`config.mk`:
```
export PLATFORM = sky130hd
export DESIGN_NAME = world_clock_ctrl_flat
export DESIGN_NICKNAME = d
export VERILOG_FILES = /design/src/rtl/world_clock_ctrl_if.sv /design/src/rtl/world_clock_ctrl.sv /design/src/flat_wrapper.sv
export SDC_FILE = /design/constraint.sdc
export NUM_CORES = 1
export LEC_CHECK = 0
export ABC_AREA = 1
export BUFFER_PORTS_ARGS = -buffer_cell sky130_fd_sc_hd__clkbuf_2
export CAP_MARGIN = 20
export CORE_UTILIZATION = 55
export DETAILED_ROUTE_END_ITERATION = 16
export PLACE_DENSITY = 0.82
export SLEW_MARGIN = 20
export SYNTH_ARGS = -nofsm -noshare
export SYNTH_HDL_FRONTEND = slang
export SYNTH_SLANG_ARGS = --single-unit
```
`constraint.sdc`:
```
create_clock -name clk -period 5.45 [get_ports clk]
set_input_delay 1.09 -clock clk [delete_from_list [all_inputs] [get_ports clk]]
set_output_delay 1.09 -clock clk [all_outputs]
set_load 0.005 [all_outputs]
```
`src/rtl/world_clock_ctrl_if.sv`:
```
// LCD character-writer link used by world_clock_ctrl.
// The controller offers one ASCII character and its column. The writer
// takes it on any rising edge where lcd_valid && lcd_ready.
//   lcd_char  : ASCII character being offered
//   lcd_pos   : column of lcd_char, 0..11
//   lcd_valid : character offered (controller -> writer)
//   lcd_ready : writer accepts (writer -> controller)
interface world_clock_ctrl_if;
    logic [7:0] lcd_char;
    logic [3:0] lcd_pos;
    logic       lcd_valid;
    logic       lcd_ready;

    modport master (
        output lcd_char,
        output lcd_pos,
        output lcd_valid,
        input  lcd_ready
    );

    modport slave (
        input  lcd_char,
        input  lcd_pos,
        input  lcd_valid,
        output lcd_ready
    );
endinterface

```
`src/rtl/world_clock_ctrl.sv`:
```
// World-time display sequencer.
// The block owns the city index into an external city table. It reads back
// the selected entry's 6-character name and hour offset, and works out the
// local hour from the base time. It then streams the 12-character line
// "NNNNNN HH:MM" to the LCD writer.
// A redraw is requested by a city change, by a minute tick, or by reset.
// Ports:
//   clk, rst             : clock, synchronous active-high reset
//   btn_next             : pulse, advance to the next city (wraps N_CITY-1 -> 0)
//   min_tick             : pulse, base time changed, redraw
//   base_hour, base_min  : base time, 0..23 and 0..59
//   city_idx             : registered select into the city table
//   name, diff           : table entry for city_idx, holding the name bytes
//                          (name[7:0] leftmost) and a signed hour offset
//   lcd                  : character stream to the LCD writer (master side)
//   busy                 : high whenever a line is being prepared or sent
//   local_hour           : local hour of the most recent line, 0..23
module world_clock_ctrl #(
    parameter int N_CITY = 3,
    parameter int IDX_W  = 4
) (
    input  logic                    clk,
    input  logic                    rst,
    input  logic                    btn_next,
    input  logic                    min_tick,
    input  logic [4:0]              base_hour,
    input  logic [5:0]              base_min,
    output logic [IDX_W-1:0]        city_idx,
    input  logic [47:0]             name,
    input  logic signed [6:0]       diff,
    world_clock_ctrl_if.master      lcd,
    output logic                    busy,
    output logic [4:0]              local_hour
);

    typedef enum logic [1:0] {
        IDLE = 2'd0,
        LOAD = 2'd1,
        CALC = 2'd2,
        SEND = 2'd3
    } state_t;

    state_t      state;
    state_t      next_state;

    logic        pend_next;
    logic        pend_ref;
    logic        take_next;
    logic        take_ref;

    logic [47:0] line_name;
    logic [5:0]  line_min;
    logic [3:0]  pos;

    logic signed [6:0] hour_sum;
    logic signed [6:0] hour_fix;
    logic [4:0]        calc_hour;

    logic [7:0]  hour_ext;
    logic [7:0]  min_ext;
    logic [7:0]  char_out;

    logic [IDX_W-1:0] idx_wrapped;

    // Local hour from base hour and signed offset. The sum lies in -23..46,
    // so one correction by 24 in either direction always lands in 0..23.
    always_comb begin
        hour_sum = $signed({2'b00, base_hour}) + diff;
        hour_fix = hour_sum;
        if (hour_sum < 7'sd0) begin
            hour_fix = hour_sum + 7'sd24;
        end else if (hour_sum >= 7'sd24) begin
            hour_fix = hour_sum - 7'sd24;
        end
        calc_hour = hour_fix[4:0];
    end

    assign idx_wrapped = (city_idx == IDX_W'(N_CITY - 1)) ? '0 : city_idx + 1'b1;

    // Next-state logic. In IDLE a live pulse counts the same as a pending flag.
    // A city advance takes priority, and it also satisfies a pending redraw.
    always_comb begin
        next_state = state;
        take_next  = 1'b0;
        take_ref   = 1'b0;
        unique case (state)
            IDLE: begin
                if (pend_next || btn_next) begin
                    take_next  = 1'b1;
                    next_state = LOAD;
                end else if (pend_ref || min_tick) begin
                    take_ref   = 1'b1;
                    next_state = LOAD;
                end
            end
            LOAD: next_state = CALC;
            CALC: next_state = SEND;
            SEND: begin
                if (lcd.lcd_ready && (pos == 4'd11)) begin
                    next_state = IDLE;
                end
            end
            default: next_state = IDLE;
        endcase
    end

    // State register
    always_ff @(posedge clk) begin
        if (rst) begin
            state <= IDLE;
        end else begin
            state <= next_state;
        end
    end

    // City index, pending requests, the line snapshot and the column counter.
    // A reset clears everything except pend_ref. pend_ref is set so that the
    // first line for city 0 starts as soon as reset is released.
    always_ff @(posedge clk) begin
        if (rst) begin
            city_idx   <= '0;
            pend_next  <= 1'b0;
            pend_ref   <= 1'b1;
            line_name  <= '0;
            line_min   <= '0;
            local_hour <= '0;
            pos        <= '0;
        end else begin
            if (state == IDLE) begin
                if (take_next) begin
                    city_idx  <= idx_wrapped;
                    pend_next <= 1'b0;
                    pend_ref  <= 1'b0;
                end else if (take_ref) begin
                    pend_ref  <= 1'b0;
                end
            end else begin
                if (btn_next) begin
                    pend_next <= 1'b1;
                end
                if (min_tick) begin
                    pend_ref <= 1'b1;
                end
            end

            if (state == CALC) begin
                line_name  <= name;
                line_min   <= base_min;
                local_hour <= calc_hour;
            end

            if ((state == SEND) && lcd.lcd_ready) begin
                pos <= (pos == 4'd11) ? 4'd0 : pos + 4'd1;
            end
        end
    end

    assign hour_ext = {3'b000, local_hour};
    assign min_ext  = {2'b00, line_min};

    // Character for the current column. Outside SEND a space is presented.
    always_comb begin
        char_out = 8'h20;
        if (state == SEND) begin
            unique case (pos)
                4'd0:    char_out = line_name[7:0];
                4'd1:    char_out = line_name[15:8];
                4'd2:    char_out = line_name[23:16];
                4'd3:    char_out = line_name[31:24];
                4'd4:    char_out = line_name[39:32];
                4'd5:    char_out = line_name[47:40];
                4'd6:    char_out = 8'h20;
                4'd7:    char_out = 8'h30 + (hour_ext / 8'd10);
                4'd8:    char_out = 8'h30 + (hour_ext % 8'd10);
                4'd9:    char_out = 8'h3A;
                4'd10:   char_out = 8'h30 + (min_ext / 8'd10);
                4'd11:   char_out = 8'h30 + (min_ext % 8'd10);
                default: char_out = 8'h20;
            endcase
        end
    end

    assign lcd.lcd_char  = char_out;
    assign lcd.lcd_pos   = pos;
    assign lcd.lcd_valid = (state == SEND);
    assign busy          = (state != IDLE);

endmodule
```
`src/flat_wrapper.sv`:
```
// flat-port wrapper written by rule: the top's interface ports become plain ports
module world_clock_ctrl_flat 
#(
    parameter int N_CITY = 3,
    parameter int IDX_W  = 4
)
  (clk, rst, btn_next, min_tick, base_hour, base_min, city_idx, name, diff, busy, local_hour, lcd_lcd_char, lcd_lcd_pos, lcd_lcd_valid, lcd_lcd_ready);
  world_clock_ctrl_if lcd_i ();
  input  logic clk;
  input  logic rst;
  input  logic btn_next;
  input  logic min_tick;
  input  logic [4:0] base_hour;
  input  logic [5:0] base_min;
  output logic [IDX_W-1:0] city_idx;
  input  logic [47:0] name;
  input  logic signed [6:0] diff;
  output logic busy;
  output logic [4:0] local_hour;
  output wire logic [$bits(lcd_i.lcd_char)-1:0] lcd_lcd_char;
  output wire logic [$bits(lcd_i.lcd_pos)-1:0] lcd_lcd_pos;
  output wire logic [$bits(lcd_i.lcd_valid)-1:0] lcd_lcd_valid;
  input wire logic [$bits(lcd_i.lcd_ready)-1:0] lcd_lcd_ready;
  assign lcd_lcd_char = lcd_i.lcd_char;
  assign lcd_lcd_pos = lcd_i.lcd_pos;
  assign lcd_lcd_valid = lcd_i.lcd_valid;
  assign lcd_i.lcd_ready = lcd_lcd_ready;
  world_clock_ctrl #(.N_CITY(N_CITY), .IDX_W(IDX_W)) u_core (.clk(clk), .rst(rst), .btn_next(btn_next), .min_tick(min_tick), .base_hour(base_hour), .base_min(base_min), .city_idx(city_idx), .name(name), .diff(diff), .lcd(lcd_i), .busy(busy), .local_hour(local_hour));
endmodule
```
-- Word level (Yosys, flattened, before mapping)
Index checks and enable logic that the tools add are counted.
- bits of input ports: 71
- register bits after elaboration: 71
- reduce and logical (&&, ||, !) cells: 13
- equal/unequal tests: 18
- $add $sub $neg: 9
- div/mod/pow operators: 4
- magnitude comparators: 2
- muxes and demuxes: 22
- operator list (operator ; count):
    case mux 8 bit (11 select lines) ; 1
    adder 6 x 8 -> 8 bit (first input constant) ; 4
    equality test 4 bit (second input constant) ; 4
    equality test 4 x 2 -> 1 bit (second input constant) ; 3
    equality test 4 x 3 -> 1 bit (second input constant) ; 3
    2-to-1 mux 1 bit ; 12
    2-to-1 mux 5 bit ; 2
    adder 4 x 1 -> 4 bit (second input constant) ; 2
    divider 5 x 4 -> 8 bit (second input constant) ; 1
    divider 6 x 4 -> 8 bit (second input constant) ; 1
    remainder unit 5 x 4 -> 8 bit (second input constant) ; 1
    remainder unit 6 x 4 -> 8 bit (second input constant) ; 1
    2-to-1 mux 4 bit ; 2
    2-to-1 mux 8 bit ; 1
    case mux 2 bit (4 select lines) ; 1
    AND reduction 2 bit ; 4
    adder 6 x 7 -> 7 bit ; 1
    greater-or-equal comparator 7 x 6 -> 1 bit (second input constant) ; 1
    less-than comparator 7 x 1 -> 1 bit (second input constant) ; 1
    2-to-1 mux 2 bit ; 3
    inequality test 3 x 1 -> 1 bit (second input constant) ; 2
    nonzero test 2 bit ; 3
    adder 5 x 4 -> 5 bit (second input constant) ; 1
    subtractor 5 x 4 -> 5 bit (second input constant) ; 1
    8 further kinds ; 12

-- Longest topological paths before layout
Gate-level depths: netlist (run 1).
- depth in word-level cells: 7
- mapped depth: 17
- gate-level depth less buffers: 17

-- Least setup slack after synthesis (run 1)
Ideal clock, no wire load.
- kind: input to register
- start point: input base_hour[0]
- end point: register u_core.local_hour[4]
- stages: 15
- arrival time: 2644 ps
- data required time: 5334 ps
- path buffers: 0
- path slack: 2691 ps
- path through: ha_1 > inv_1 > fa_1 > inv_1 > nand3_1 > nand2_1 > nand2_1 > nand2_1 > inv_1 > ha_1 > inv_1 > o21ai_0 > inv_1 > nand2_1 > a21oi_1
- cells in the longest elaborated chain, start to end: 4
- elaborated cells on any way between the ends: 7
- RTL lines (what ; RTL line ; text):
    start: declaration ; flat_wrapper.sv:13 ; input logic [4:0] base_hour;
    adder 6 x 7 -> 7 bit (*) ; world_clock_ctrl.sv:68 ; hour_sum = $signed({2'b00, base_hour}) + diff;
    greater-or-equal comparator 7 x 6 -> 1 bit or subtractor 5 x 4 -> 5 bit (tied branches) ; world_clock_ctrl.sv:72, world_clock_ctrl.sv:73 ;
    2-to-1 mux 5 bit ; world_clock_ctrl.sv:72 ; end else if (hour_sum >= 7'sd24) begin
    2-to-1 mux 5 bit (*) ; world_clock_ctrl.sv:70 ; if (hour_sum < 7'sd0) begin
    end signal: assignment ; world_clock_ctrl.sv:149 ; local_hour <= calc_hour;
    end: declaration ; world_clock_ctrl.sv:33 ; output logic [4:0] local_hour
Mark *: on every way between the ends. The rest lies on a longest branch, timed or not.
A chain may end at the register's enable or synchronous reset.

-- Worst setup path in the final report (run 1)
- start point: register u_core.line_min[4]
- end point: output lcd_lcd_char[3]
- cells in the longest elaborated chain, start to end: 4
- elaborated cells on any way between the ends: 6
- RTL lines (what ; RTL line ; text):
    start: declaration ; world_clock_ctrl.sv:52 ; logic [5:0] line_min;
    start signal: assignment ; world_clock_ctrl.sv:148 ; line_min <= base_min;
    remainder unit 6 x 4 -> 8 bit or divider 6 x 4 -> 8 bit (tied branches) ; world_clock_ctrl.sv:177, world_clock_ctrl.sv:176 ;
    adder 6 x 8 -> 8 bit (on tied branches) ; world_clock_ctrl.sv:177, world_clock_ctrl.sv:176 ;
    case mux 8 bit (11 select lines) (*) ; world_clock_ctrl.sv:165 ; unique case (pos)
    2-to-1 mux 8 bit (*) ; world_clock_ctrl.sv:164 ; if (state == SEND) begin
    end: declaration ; flat_wrapper.sv:20 ; output wire logic [$bits(lcd_i.lcd_char)-1:0] lcd_lcd_char;
Marks and branches as above.

==> metrics.txt, run 1 <==
status finished clean; CP dominant cell by count nand2_1; # diodes 0; DP HPWL approximately 8000 microns; # DRC 0; final instance area around 0.0047 sq mm; top_reg_cell synth dfxtp_1; Inst Count DP approximately 750; CP cell instances o21ai_2 > nand2_2 > nand4_1 > nand2_2 > nand2_1 > nand2_1 > inv_1 > ha_1 > inv_1 > nand2_1 > a21oi_1 > nand2_1 > a21oi_1 > clkbuf_2; first-pass detailed-route iteration total 6; crit-path max cell delay ~0.47 ns; initial core utilization 57.5%; H-Tree Level Count 3; vias in the first global route 3800; endpoints failing hold 0; WHS Endpoint u_core.line_name[24]$_SDFFE_PP0P_; fin crit share a little over three fifths; r2r endpoint u_core.line_min[4]$_SDFFE_PP0P_; WL final about 11000 microns; Worst Reg-to-Reg Cells 5; YS warnings 0; hold buffers post-CTS 0; CP endpoint kind primary output; Clock Path Buffers 2; Die H 86.5 microns; most numerous cell in the Yosys netlist nor2_1; R2R setup slack between 3 and 4 ns; port bufs between 90 and 100; Setup WS post-layout just over 2 ns; Seq cells post-synth slightly above 70; Crit-path slowest cell dfxtp_1; EDFF count, synth 0; crit path max fanout 7; DRT iter0 DRCs 383; clock skew between 0.008 and 0.009 ns; start of the worst register-to-register path u_core.state[0]$_SDFFE_PP0P_; Clock transition at path regs around 0.080 ns; DP Area 0.00445 sq mm; max-slew violations 0; grt ovf 0; Worst Path Buf+Inv 3; Syn Area/Cell 6.73 sq um; power density over the cells 417 mW/mm^2; RSZ-0062 raised after global routing no; Root Buffer clkbuf_8; Placeable Area approximately 0.0068 sq mm; Hold Path Class flop to flop; standard-cell rows 30; worst path required time about 4.4 ns; post-CTS resize count 0; CTS tree built; ANT nets after route 0; global-route usage over all layers just over 30%; drt wl/cell 13.8 microns; Final Non-Filler Cells between 700 and 800; CTS sink cnt 71; synthesized instance count 584; Slew HR 32.8%; Yosys top cell by area dfxtp_1; Worst-Margin Slew approximately 1.0 ns; initial antenna violation count 0; # Max-Cap Violations 0; setup TNS 0 ns; crit start category flop; delay-heaviest family, CP simple AND/OR/NAND/NOR gates; async set or reset register ratio after synthesis 0%; Setup Fix Bufs, Post-CTS 0; die footprint between 0.007 and 0.008 sq mm; CP Data Arrival Time around 2.3 ns; WS Path Type flop to primary output; Max VDD drop approximately 0.32 mV; Placer Congestion 0.944; die width around 87 microns; max frequency 0.294 GHz; distinct cell type count after synthesis about 40; IO Pins between 90 and 100; hold depth 2; sequential area share after synthesis between 30% and 40%; Post-Synthesis Net Count 673; Layout area overhead 18.3%; Area contributors post-synth dfxtp_1, nor2_1, nand2_1; share of layout cells above drive strength 1 a little over a fifth; Finished Core Util 68.1%; DR vias/cell 5.47; nets about 760; commonest cells in the netlist nor2_1, nand2_1, dfxtp_1; largest net degree at the start of global routing 66; Leakage Power roughly 2.3 nW; Hold Startpoint u_core.line_name[24]$_SDFFE_PP0P_; Synth top area share 36.2%; crit path time final between 3 and 4 ns; Final Setup Violations 0; synthesized area between 0.003 and 0.004 sq mm; first-pass GRT wire length approximately 18000 microns; via count around 4200; CTS buffer count 9; clock insertion delay at the later pin of the skew report 0.36 ns; pre-CTS WS between 2 and 2.5 ns
[flip-flops by register name, indices dropped and copies added (netlist names)]
| register | flops |
|---|---|
| u_core.line_name | 48 |
| u_core.line_min | 6 |
| u_core.local_hour | 5 |
| u_core.city_idx | 4 |
| u_core.lcd.lcd_pos | 4 |
| u_core.state | 2 |
| u_core.pend_next | 1 |
| u_core.pend_ref | 1 |
[cell usage in the layout, fill, tap and decap left out, types with 2 or more instances in the layout]
cell type  instances
nor2_1           115
nand2_1           99
clkbuf_2          93
dfxtp_1           71
o21ai_0           68
inv_1             53
a21oi_1           27
nand3_1           26
ha_1              17
nand4_1           14
inv_2             10
nand2_2            9
clkbuf_8           9
a22o_1             6
nand3_2            5
nor3_1             5
a211oi_1           4
o21ai_1            3
o21ai_2            3
nand3b_1           3
o211ai_1           3
nor2_2             2
o22ai_1            2
inv_6              2
buf_4              2
[routing by layer]
metal | wire [microns] | GRT usage (%)
met5 | 0 | 0
met2 | 4960 | 49.3
met1 | 4620 | 39.4
met4 | 225 | 10.0
met3 | 811 | 7.52
[how the worst max path moves through the flow]
stage | startpoint | end | slack, ns | depth (start not counted)
5_1_grt | u_core.line_min[4]$_SDFFE_PP0P_ | lcd_lcd_char[3] | 1.85 | 14
3_5_place_dp | base_hour[0] | u_core.local_hour[4]$_SDFFE_PP0P_ | 2.45 | 16
4_1_cts | u_core.line_min[4]$_SDFFE_PP0P_ | lcd_lcd_char[3] | 2.07 | 14
3_3_place_gp | u_core.line_min[4]$_SDFFE_PP0P_ | lcd_lcd_char[6] | 2.51 | 16
2_1_floorplan | base_hour[0] | u_core.local_hour[4]$_SDFFE_PP0P_ | 2.69 | 15
6_report | u_core.line_min[4]$_SDFFE_PP0P_ | lcd_lcd_char[3] | 2.04 | 14
[metrics by stage]
step                      total power, mW  hold WS, ns
final                                1.94        0.467
after global routing                 2.08        0.494
after CTS                            1.93        0.471
after detailed placement             1.49        0.458
after global placement               1.46        0.460
after floorplan                      1.28        0.434
[cell families (layout without fill, tap and decap cells)]
family	Yosys count	count (layout)	share of synthesized area, %
flops	71	71	36.2
simple gates	284	284	31.4
buf+inv	86	176	8.41
xor+xnor	1	1	0.223
fa+ha+maj	18	18	5.92
compound gates	124	124	17.9
[layout make-up]
class / instances / area, sq um
timing repair buffer: 95 / 480
inverter: 65 / 246
clock buffer: 9 / 124
clock inverter: 7 / 80.1
tap: 96 / 120
multi-input combinational: 427 / 2180
fill: 621 / 2180
sequential: 71 / 1420
[worst reg2reg max path, cell delays in order, from the launching register on]
cell,delay (ns)
dfxtp_1,0.33
inv_1,0.08
ha_1,0.22
inv_2,0.69
o21ai_0,0.28
a21oi_1,0.17
[where the power goes]
| group | total [mW] | leakage, nW | switching (mW) | internal, mW |
|---|---|---|---|---|
| combinational | 0.687 | 1.65 | 0.443 | 0.244 |
| sequential | 0.816 | 0.582 | 0.128 | 0.687 |
| clock | 0.436 | 0.102 | 0.219 | 0.217 |
Note: power is estimated with default switching activity, not from simulation.
==> run 2: changes to the inputs <==
CORE_UTILIZATION = 54   (was 55)
PLACE_DENSITY = 0.8   (was 0.82)
clock period = 3.6 ns   (was 5.45 ns; I/O delays follow)
==> run 2 against run 1 <==
Final cell count stayed put. Register-to-register slack worse by 1.8 ns. Largest cell class unchanged. Utilization down 0.87 points. Critical path depth shrank 4. Critical path type unchanged. Routed wire length shrank 2.9%. Die area up 1.8%. Via count is 1.4% lower. Cell area fell by 0.19%. Critical endpoint is now lcd_lcd_char[6]. Total power increased by 49%.
==> metrics.txt, run 2 (same netlist as run 1, synthesis figures left out) <==
status finished clean; DR vias/cell between 5 and 6; Clock transition at path regs ~0.08 ns; ANT nets after route 0; port bufs 93; Hold Startpoint u_core.line_name[39]$_SDFFE_PP0P_; # diodes 0; sw frac 40.1%; # Max-Cap Violations 0; Max VDD drop roughly 0.4 mV; Final Setup Violations 0; CP Data Arrival Time 2.29 ns; WL final between 10000 and 15000 microns; clock insertion delay at the later pin of the skew report 0.35 ns; CP endpoint kind primary output; Placeable Area just under 0.007 sq mm; largest net degree at the start of global routing 66; NetSw roughly 1.2 mW; power density over the cells a little over 600 mW/mm^2; initial antenna violation count 0; die width roughly 87 microns; clock group share of total power 22.0%; worst hold slack around 0.48 ns; most common cell after layout, fill and taps aside nor2_1; start of the worst register-to-register path u_core.state[0]$_SDFFE_PP0P_; DP Area 0.00445 sq mm; worst path required time between 2 and 3 ns; clock skew about 0.0081 ns; DRT iter0 DRCs 297; IO Pins 94; Crit. Startpoint u_core.lcd.lcd_pos[0]$_SDFFE_PP0P_; first-pass GRT wire length 17100 microns; FF+latch area between 0.001 and 0.0015 sq mm; # DRC 0; WS Path Type flop to primary output; Leakage Power approximately 2.3 nW; Hold Path Class flop to flop; largest reg by FF count u_core.line_name; global-route usage over all layers 28.8%; Int Pwr approximately 1.7 mW; post-CTS resize count 0; drt wl/cell 13.4 microns; endpoints failing hold 0; first-pass detailed-route iteration total 5; fin crit share a little over four fifths; crit path max fanout 7; Fillers ~660; via count 4155; Layout area overhead 18.1%; H-Tree Level Count 3; Slew HR approximately 36%; vias in the first global route approximately 3800; final instance area 0.00464 sq mm; Die H approximately 87 microns; max-slew violations 0; most frequent cells in the layout nor2_1, nand2_1, clkbuf_2; Setup Fix Bufs, Post-CTS 0; CTS buffer count 9; CTS tree built; initial core utilization between 50% and 60%; Worst-Margin Slew around 0.96 ns; RSZ-0062 raised after global routing no; hold buffers post-CTS 0; DP HPWL 7830 microns; Comb power frac 35.2%; Placer Congestion between 0.9 and 1; die footprint about 0.0076 sq mm; share of layout cells above drive strength 1 a little over a fifth; nets around 760; Largest register FFs 48; Clock Path Buffers 2; Root Buffer clkbuf_8; setup TNS 0 ns; Largest regs u_core.line_name: 48 flops, u_core.line_min: 6 flops, u_core.local_hour: 5 flops; CTS sink cnt 71; crit start category flop; crit path time final between 3 and 4 ns; Multi-input gate area approximately 0.0022 sq mm; Seq pwr share a little over two fifths; standard-cell rows 30; max frequency ~0.33 GHz; grt ovf 0
-- run 2: cell count changes in the layout (fill, tap and decap cells not counted), sizes merged --
cell,change
clkbuf,+1
clkinv,-2
clkinvlp,+1
-- run 2: area by class of cell --
type                       count  share of cell area [%]
clock inverter                 6                    1.46
sequential                    71                    30.6
multi-input combinational    427                    46.9
clock buffer                  10                    2.75
timing repair buffer          95                    10.4
tap                           96                    2.59
inverter                      65                    5.31
-- run 2: layer usage --
metal | global-route usage (%) | vias to the layer above | routed length (microns)
li1 | - | 2085 | -
met1 | 40.0 | 1853 | 4740
met2 | 44.7 | 194 | 4530
met3 | 3.70 | 23 | 779
met4 | 12.8 | 0 | 265
met5 | 0 | - | 0
-- run 2: stage by stage --
| step | setup WS [ns] | instances | util (%) | power (mW) |
|---|---|---|---|---|
| floorplan | 1.21 | 584 | - | 1.93 |
| global placement | 1.03 | 754 | 64.4 | 2.22 |
| detailed placement | 0.960 | 754 | 64.4 | 2.25 |
| CTS | 0.594 | 770 | 67.2 | 2.89 |
| global route | 0.365 | 770 | 67.2 | 3.12 |
| finish | 0.588 | 770 | 67.2 | 2.89 |
-- run 2: power groups by stage --
stage                     logic (mW)  registers (mW)  clock network (mW)
after global routing            1.18            1.26               0.675
after global placement         0.971            1.24                   0
after detailed placement        1.01            1.25                   0
after CTS                       1.02            1.23               0.640
final                           1.02            1.24               0.637
after floorplan                0.760            1.17                   0
-- run 2: final timing paths --
check	end	slack, ns	cells past startpoint
setup reg to reg	u_core.line_name[39]$_SDFFE_PP0P_	1.80	5
hold reg to reg	u_core.line_name[39]$_SDFFE_PP0P_	0.48	2
hold / removal	u_core.line_name[39]$_SDFFE_PP0P_	0.48	2
setup / recovery	lcd_lcd_char[6]	0.59	10
-- run 2: worst max-delay path: stages (launching register included) --
cell and delay (ns):
dfxtp_1 0.43, inv_1 0.14, ha_1 0.26, nand3_1 0.12
inv_1 0.13, a22o_2 0.26, a211oi_1 0.25, nand3_1 0.12
nand2_1 0.09, inv_1 0.04, clkbuf_2 0.10
==> run 3: changes to the inputs <==
clock period = 3.1 ns   (was 3.6 ns; I/O delays follow)
==> run 3 against run 2 <==
Non-clock buffer count rose by 4. Total power increased by 15%. Via count is 0.72% higher. Die area stayed put. Worst hold slack worse by 0.0072 ns. Largest cell class unchanged.
==> metrics.txt, run 3 (same netlist as run 1, synthesis figures left out) <==
# DRC 0; worst path required time roughly 2.5 ns; max frequency 0.340 GHz; RSZ-0062 raised after global routing no; WS Path Type flop to primary output; Root Buffer clkbuf_8; Slew HR ~47%; hold buffers post-CTS 0; CP Data Arrival Time roughly 2.3 ns; Setup Fix Bufs, Post-CTS 0; # Max-Cap Violations 0; CTS tree built; Placer Congestion about 0.93; fin crit share a little over nine tenths; Fillers 654; die width between 80 and 90 microns; status finished clean; largest net degree at the start of global routing 55; port bufs 93; Die H 87.3 microns; vias in the first global route approximately 3800; initial antenna violation count 0; # diodes 0; CTS buffer count 9; Final Setup Violations 0; Hold Startpoint u_core.line_name[5]$_SDFFE_PP0P_; Inst Count DP roughly 760; first-pass GRT wire length between 15000 and 20000 microns; H-Tree Level Count 3; most frequent cells in the layout nor2_1, nand2_1, clkbuf_2; initial core utilization 56.9%; Hold Path Class flop to flop; crit start category flop; nets approximately 760; crit path max fanout 7; largest reg by FF count u_core.line_name; die footprint 0.00762 sq mm; Worst-Margin Slew 0.790 ns; crit path time final roughly 2.9 ns; worst setup path endpoint lcd_lcd_char[3]; standard-cell rows 30; total power roughly 3.3 mW; power density over the cells 716 mW/mm^2; Largest regs u_core.line_name: 48 flops, u_core.line_min: 6 flops, u_core.local_hour: 5 flops; WL final between 10000 and 15000 microns; first-pass detailed-route iteration total 5; Clock Path Buffers 2; DP HPWL 8150 microns; Worst Reg-to-Reg Cells 6; clock skew between 0.007 and 0.008 ns; endpoints failing hold 0; DRT iter0 DRCs ~350; Largest register FFs 48; worst hold slack between 0.4 and 0.5 ns; start of the worst register-to-register path u_core.state[0]$_SDFFE_PP0P_; drt wl/cell roughly 14 microns; ANT nets after route 0; IO Pins 94; setup TNS 0 ns; post-CTS resize count 0; Final Non-Filler Cells 774; Crit. Startpoint u_core.line_min[4]$_SDFFE_PP0P_; Clock transition at path regs 0.08 ns; share of layout cells above drive strength 1 a little over a fifth; CTS sink cnt 71; Leakage Power 2.34 nW; Layout area overhead 18.6%; clock insertion delay at the later pin of the skew report approximately 0.35 ns; most common cell after layout, fill and taps aside nor2_1; max-slew violations 0; CP endpoint kind primary output; Max VDD drop 0.477 mV; via count roughly 4200; Finished Core Util about two thirds; DR vias/cell 5.41; grt ovf 0; Placeable Area slightly below 0.007 sq mm; global-route usage over all layers between 20% and 30%; R2R setup slack 1.28 ns; r2r endpoint u_core.line_name[39]$_SDFFE_PP0P_
## run 3: worst min path at each step
stage                                             end  cells past startpoint
global placement      u_core.city_idx[3]$_SDFFE_PP0P_                      1
CTS                  u_core.line_name[5]$_SDFFE_PP0P_                      2
global route        u_core.line_name[20]$_SDFFE_PP0P_                      3
detailed placement   u_core.line_name[5]$_SDFFE_PP0P_                      2
finish               u_core.line_name[5]$_SDFFE_PP0P_                      2
floorplan           u_core.line_name[39]$_SDFFE_PP0P_                      2
## run 3: final cells by class
cell class | instances | area (sq um) | share of cell area, %
Clock buffer | 10 | 138 | 2.95
Clock inverter | 6 | 45.0 | 0.967
Timing Repair Buffer | 99 | 510 | 11.0
Tap cell | 96 | 120 | 2.58
Sequential cell | 71 | 1420 | 30.5
Multi-Input combinational cell | 427 | 2180 | 46.8
Inverter | 65 | 246 | 5.29
## run 3: metal layers
layer / vias up / global-route usage [%] / share of wire [%]
met5: - / 0 / 0
met1: 1860 / 38.1 / 42
met4: 0 / 11.6 / 2.6
met3: 31 / 5.50 / 9.4
li1: 2092 / - / -
met2: 202 / 48.2 / 46
## run 3: worst max-delay path, stage by stage (launching register included)
cell and delay [ns]:
dfxtp_1 0.47, o21ai_2 0.14, nand2_2 0.13, nand4_1 0.10, nand2_2 0.11, nand2_1 0.07, nand2_1 0.06, inv_1 0.06
ha_1 0.21, inv_1 0.08, nand2_1 0.06, a21oi_1 0.14, nand2_1 0.07, a21oi_1 0.14, clkbuf_2 0.13
## run 3: power by group
part / switching, mW / internal [mW]
Sequential: 0.231 / 1.21
Combinational: 0.776 / 0.436
Clock: 0.370 / 0.315
Total: 1.38 / 1.96
## run 3: metrics by stage
step | area [sq um] | setup WS (ns)
finish | 4660 | 0.159
global route | 4660 | 0.0424
CTS | 4660 | 0.187
detailed placement | 4480 | 0.577
global placement | 4480 | 0.625
floorplan | 3930 | 0.811
